`src/rtl/hazard_ctrl_pkg.sv`:
```
// Shared definitions for the pipeline hazard controller: FSM state
// encodings and the default register-index width.
package hazard_ctrl_pkg;

    // Readable view of the 2-bit controller state (matches the debug port).
    typedef enum logic [1:0] {
        HC_RUN        = 2'd0,
        HC_LOAD_STALL = 2'd1,
        HC_MC_BUSY    = 2'd2,
        HC_REDIRECT   = 2'd3
    } hc_state_e;

    // Plain constants used by the FSM so the state register stays a bit vector.
    localparam logic [1:0] ST_RUN        = 2'd0;
    localparam logic [1:0] ST_LOAD_STALL = 2'd1;
    localparam logic [1:0] ST_MC_BUSY    = 2'd2;
    localparam logic [1:0] ST_REDIRECT   = 2'd3;

    localparam int DEF_REG_ADDR_W = 5;

endpackage

```
`src/rtl/hazard_perf_cnt.sv`:
```
// Stall / flush performance counters for the hazard controller.
// Built only when HAZARD_CTRL_PERF_EN is defined. Counters wrap naturally.
module hazard_perf_cnt #(
    parameter int CNT_W = 32
) (
    input  logic             clk,
    input  logic             rst,
    input  logic             stall_inc,
    input  logic             flush_inc,
    output logic [CNT_W-1:0] stall_cnt,
    output logic [CNT_W-1:0] flush_cnt
);

    logic [1:0]       inc;
    logic [CNT_W-1:0] cnt_reg [2];

    assign inc = {flush_inc, stall_inc};

    genvar gi;
    generate
        for (gi = 0; gi < 2; gi++) begin : g_cnt
            // One free-running event counter per tracked condition.
            always_ff @(posedge clk) begin
                if (rst) begin
                    cnt_reg[gi] <= '0;
                end else if (inc[gi]) begin
                    cnt_reg[gi] <= cnt_reg[gi] + 1'b1;
                end
            end
        end
    endgenerate

    assign stall_cnt = cnt_reg[0];
    assign flush_cnt = cnt_reg[1];

endmodule

```
`src/rtl/hazard_ctrl.sv`:
```
// Pipeline hazard controller for the 5-stage core: sequences PC write
// enable and hold/flush of IF/ID, ID/EX and EX/MEM from load-use hazards,
// EX-resolved taken branches, multi-cycle EX ops and imem wait states.
// Optional macro HAZARD_CTRL_PERF_EN adds stall/flush perf counters.
module hazard_ctrl
    import hazard_ctrl_pkg::*;
#(
    parameter int REG_ADDR_W    = DEF_REG_ADDR_W,
    parameter int MC_MAX_CYCLES = 40,
    parameter int CNT_W         = 32
) (
    input  logic                  clk,
    input  logic                  rst,
    input  logic                  id_valid,
    input  logic [REG_ADDR_W-1:0] id_rs1,
    input  logic [REG_ADDR_W-1:0] id_rs2,
    input  logic                  id_uses_rs1,
    input  logic                  id_uses_rs2,
    input  logic [REG_ADDR_W-1:0] ex_rd,
    input  logic                  ex_mem_read,
    input  logic                  ex_reg_write,
    input  logic                  ex_branch_taken,
    input  logic                  ex_mc_busy,
    input  logic                  mc_done,
    input  logic                  imem_ready,
    output logic                  pc_write_en,
    output logic                  ifid_hold,
    output logic                  ifid_flush,
    output logic                  idex_hold,
    output logic                  idex_flush,
    output logic                  exmem_flush,
    output logic [1:0]            state,
    output logic                  mc_timeout
`ifdef HAZARD_CTRL_PERF_EN
    ,
    output logic [CNT_W-1:0]      stall_cnt,
    output logic [CNT_W-1:0]      flush_cnt
`endif
);

    localparam int WD_W = $clog2(MC_MAX_CYCLES + 1);
    localparam logic [WD_W-1:0] WD_LAST = WD_W'(MC_MAX_CYCLES - 1);

    logic [1:0]      state_reg, state_next;
    logic [WD_W-1:0] wd_reg, wd_next;
    logic            timeout_reg, timeout_next;
    logic            lu;
    logic            in_run;

    // Load-use: a load in EX writes a register the ID instruction reads.
    assign lu = ex_mem_read & ex_reg_write & (ex_rd != '0) & id_valid &
                ((id_uses_rs1 & (id_rs1 == ex_rd)) |
                 (id_uses_rs2 & (id_rs2 == ex_rd)));

    // Branch and load-use are only meaningful in RUN; LOAD_STALL has a bubble in EX.
    assign in_run = (state_reg == ST_RUN);

    // Next-state, watchdog and stage-control decode.
    always_comb begin
        pc_write_en  = 1'b0;
        ifid_hold    = 1'b0;
        ifid_flush   = 1'b0;
        idex_hold    = 1'b0;
        idex_flush   = 1'b0;
        exmem_flush  = 1'b0;
        state_next   = state_reg;
        wd_next      = wd_reg;
        timeout_next = timeout_reg;

        case (state_reg)
            ST_RUN, ST_LOAD_STALL: begin
                state_next = ST_RUN;
                if (in_run && ex_branch_taken) begin
                    pc_write_en = 1'b1;
                    ifid_flush  = 1'b1;
                    idex_flush  = 1'b1;
                    state_next  = ST_REDIRECT;
                end else if (ex_mc_busy && !mc_done) begin
                    ifid_hold   = 1'b1;
                    idex_hold   = 1'b1;
                    exmem_flush = 1'b1;
                    state_next  = ST_MC_BUSY;
                    wd_next     = WD_W'(1);
                end else if (in_run && lu) begin
                    ifid_hold   = 1'b1;
                    idex_flush  = 1'b1;
                    state_next  = ST_LOAD_STALL;
                end else if (!imem_ready) begin
                    ifid_flush  = 1'b1;
                end else begin
                    pc_write_en = 1'b1;
                end
            end
            ST_MC_BUSY: begin
                if (mc_done) begin
                    // Result arrives: resume like RUN, still subject to imem wait.
                    pc_write_en = imem_ready;
                    ifid_flush  = !imem_ready;
                    state_next  = ST_RUN;
                    wd_next     = '0;
                end else begin
                    ifid_hold   = 1'b1;
                    idex_hold   = 1'b1;
                    exmem_flush = 1'b1;
                    wd_next     = wd_reg + 1'b1;
                    if (wd_reg == WD_LAST) begin
                        // Watchdog expired: give up on the unit and unblock the pipe.
                        timeout_next = 1'b1;
                        state_next   = ST_RUN;
                        wd_next      = '0;
                    end
                end
            end
            default: begin // ST_REDIRECT
                if (!imem_ready) begin
                    ifid_flush = 1'b1;
                end else begin
                    pc_write_en = 1'b1;
                    state_next  = ST_RUN;
                end
            end
        endcase

        // A flush always overrides a hold on the same register.
        if (ifid_flush) ifid_hold = 1'b0;
        if (idex_flush) idex_hold = 1'b0;

        // While in reset keep the PC still and the pipeline cleared.
        if (rst) begin
            pc_write_en = 1'b0;
            ifid_hold   = 1'b0;
            idex_hold   = 1'b0;
            ifid_flush  = 1'b1;
            idex_flush  = 1'b1;
            exmem_flush = 1'b1;
        end
    end

    // State, watchdog and sticky timeout registers.
    always_ff @(posedge clk) begin
        if (rst) begin
            state_reg   <= ST_RUN;
            wd_reg      <= '0;
            timeout_reg <= 1'b0;
        end else begin
            state_reg   <= state_next;
            wd_reg      <= wd_next;
            timeout_reg <= timeout_next;
        end
    end

    assign state      = state_reg;
    assign mc_timeout = timeout_reg;

`ifdef HAZARD_CTRL_PERF_EN
    hazard_perf_cnt #(
        .CNT_W (CNT_W)
    ) u_perf (
        .clk       (clk),
        .rst       (rst),
        .stall_inc (!pc_write_en && !rst),
        .flush_inc (ifid_flush && !rst),
        .stall_cnt (stall_cnt),
        .flush_cnt (flush_cnt)
    );
`endif

endmodule
```
`config.mk`:
```
export PLATFORM = sky130hd
export DESIGN_NAME = hazard_ctrl
export DESIGN_NICKNAME = d
export VERILOG_FILES = /design/src/rtl/hazard_ctrl_pkg.sv /design/src/rtl/hazard_perf_cnt.sv /design/src/rtl/hazard_ctrl.sv
export SDC_FILE = /design/constraint.sdc
export NUM_CORES = 1
export LEC_CHECK = 0
export BUFFER_PORTS_ARGS = -buffer_cell sky130_fd_sc_hd__buf_2
export CAP_MARGIN = 20
export CORE_ASPECT_RATIO = 1.25
export CORE_UTILIZATION = 45
export DETAILED_ROUTE_END_ITERATION = 8
export PLACE_DENSITY = 0.82
export SYNTH_ARGS = -nofsm -noshare
export SYNTH_HDL_FRONTEND = slang
export SYNTH_SLANG_ARGS = --single-unit
```
`constraint.sdc`:
```
create_clock -name clk -period 2.74 [get_ports clk]
set_clock_uncertainty 0.2 [all_clocks]
set_input_delay 0.548 -clock clk [delete_from_list [all_inputs] [get_ports clk]]
set_output_delay 0.548 -clock clk [all_outputs]
set_load 0.02 [all_outputs]
```
==> flow_summary.ini <==
[place]
dp_cells = 145
place_ws_ns = 0.0827
dp_hpwl_um = 1450
gp_congestion = 0.763
dpl-instance-area_um2 = 928
io_buffers = 34

[final_layout]
fin_cells = 149
fill_cells = 143
final_util_pct = 61.1
area_delta_synth_final_pct = 26.5
drive_gt1_share_pct = 32.1
fin_area_um2 = 955
largest_reg_flops = 6
diodes = 0
final_nets = 159

[route]
highest_layer = met4
vias = 876
first_iter_violations = 28
wl_met1_um = 743
firstDrtPassIters = 4
antenna_left = 0
drt_wl_total_um = 1830
drcViolationCount = 0
met3WireLength_um = 86
wl_met2_um = 972
detail_route.wl_per_cell_um = 12.3
avgViaCountPerCell = 5.88

[floorplan]
dieHeight_um = 47.8
io-pin-count = 35
die_w_um = 38.6
core_area_mm2 = 0.00156
start_util_pct = 48.3
rows = 16
dieArea_mm2 = 0.00185

[clock_tree]
path_clk_slew_ns = 0.06
worstSkewPairLatency_ns = 0.26
numCtsBuffers = 3
cts.sinks = 9
h-tree-depth = 1
cts_resized = 0
clockBufferDepth = 2
post-cts-setup-buffers = 0
clockRootBuffer = clkbuf_4
cts_tree = done
cts-hold-fix-buffers = 0

[grt]
globalRouteOverflowTotal = 0
grt_use_total_pct = 21.1
first_global_vias = 693
grt_first_pass_wirelength_um = 2750
antenna_found_initial = 0
grt_start_max_net_pins = 16

[critical_path]
cpMostUsedCell = buf_2
path_class = primary input to output port
worst-path-max-fanout = 3
cp_cell_sequence = buf_2, or4_1, o211a_1, and3_1, a21oi_1, buf_2
critPathCaptureType = output port
cp_data_required_time_ns = 1.99
worstPathArrival_ns = 1.91
crit_slowest_cell = or4_1
cp-start-kind = primary input
slowest_delay_ns = 0.54

[worst_hold_path]
hp-class = register to register

[synthesis]
synth_top_cell_area_share_pct = 23.9
netlist_top_cells_count = nor2_1, a21oi_1, xnor2_1
yosys.cell_types.count = 39
yosys_warnings = 0
syn_area_um2 = 754
ys_seq_area_share_pct = 23.9
synthFlopType = dfxtp_1
syn-instance-count = 96
synth_largest_area_cell = dfxtp_1
async_flop_share_pct = 0
synth.most_common_cell = nor2_1
synth_fp_nets = 123
ys_ff_latch = 9
synth_area_leaders = dfxtp_1, xnor2_1, a21oi_1, nor2_1, a311oi_1
synth_area_per_cell_um2 = 7.86
synth_edf_count = 0

[timing]
setup_slack_ns = 0.0837
timing.final.crit_period_ns = 2.66
hold_viol = 0
final.setup.tns_ns = 0
hold-worst-slack_ns = 0.275
max_slew.worst_pin.slew_ns = 0.598
maxSlewHeadroom_pct = 59.8
min_period_over_period_pct = 96.9
fmax_ghz = 0.376
setup_viol = 0
maxSlewViolCount = 0
rsz0062_at_grt = false

[power]
p_per_area_mw_per_mm2 = 392
leakagePower_nw = 0.419
power.total_mw = 0.374
peakVddDrop_mv = 0.259

[status]
outcome = finished clean

[job]
max_cap_viol_count = 0
==> worst max-delay path, delay by kind of cell <==
kind                   cells  cell delay (ns)
AND/OR/NAND/NOR            2             0.71
AO/OA/AOI/OAI              2             0.36
buffers and inverters      2             0.29
==> metal layers <==
metal | vias up | global-route usage, %
met4 | 0 | 10.3
met3 | 4 | 2.79
met1 | 407 | 25.9
li1 | 430 | -
met2 | 35 | 36.0
met5 | - | 0
==> worst paths after layout <==
check                                              from                      end  slack, ns  depth (start not counted)
worst min register to register  mc_timeout$_SDFFE_PP0P_  mc_timeout$_SDFFE_PP0P_       0.28                          2
worst max register to register    state[1]$_SDFFE_PP0P_   wd_reg[5]$_SDFFE_PP0P_       0.75                          4
worst max-delay path                           ex_rd[1]              pc_write_en       0.08                          6
worst min-delay path            mc_timeout$_SDFFE_PP0P_  mc_timeout$_SDFFE_PP0P_       0.28                          2
==> kinds of logic (layout without fill, tap and decap cells) <==
family,count (synthesis),count (layout),share of synthesized area (%)
AND/OR/NAND/NOR,38,38,26.9
AO/OA/AOI/OAI,32,32,32.0
XOR/XNOR,10,10,11.6
flip-flops,9,9,23.9
buffers and inverters,6,41,3.98
adder cells (fa/ha/maj),1,1,1.66
==> placed cells by master (no fill, tap or decap), drive strengths merged <==
cell type,Yosys,final
a211oi,1,1
a21bo,1,1
a21o,3,3
a21oi,10,10
a221o,1,1
a22o,1,1
a311oi,3,3
a31oi,2,2
a41oi,2,2
and2,2,2
and3,3,3
buf,1,34
clkbuf,2,4
dfxtp,9,9
ha,1,1
inv,3,3
nand2,4,4
nand2b,2,2
nand3,3,3
nand3b,1,1
nand4,2,2
nor2,11,11
nor2b,2,2
nor3,3,3
nor4,1,1
nor4b,1,1
o211a,1,1
o211ai,1,1
o21a,1,1
o21ai,1,1
o22ai,1,1
o2bb2ai,1,1
o31ai,2,2
or2,1,1
or3b,1,1
or4,1,1
xnor2,10,10
==> where the power goes <==
part / total (mW) / internal (mW) / switching [mW]
clock network: 0.106 / 0.0563 / 0.0495
registers: 0.145 / 0.136 / 0.00882
logic: 0.124 / 0.0555 / 0.0683
==> area by class of cell <==
class	instances	area [um2]	area share, %
Timing Repair Buffer	34	170	17.8
Tap cell	18	22.5	2.36
Inverter	3	11.3	1.18
Multi-Input combinational cell	81	544	57.0
Clock buffer	4	26.3	2.75
Sequential cell	9	180	18.9
Power figures use the tool's default switching activity.
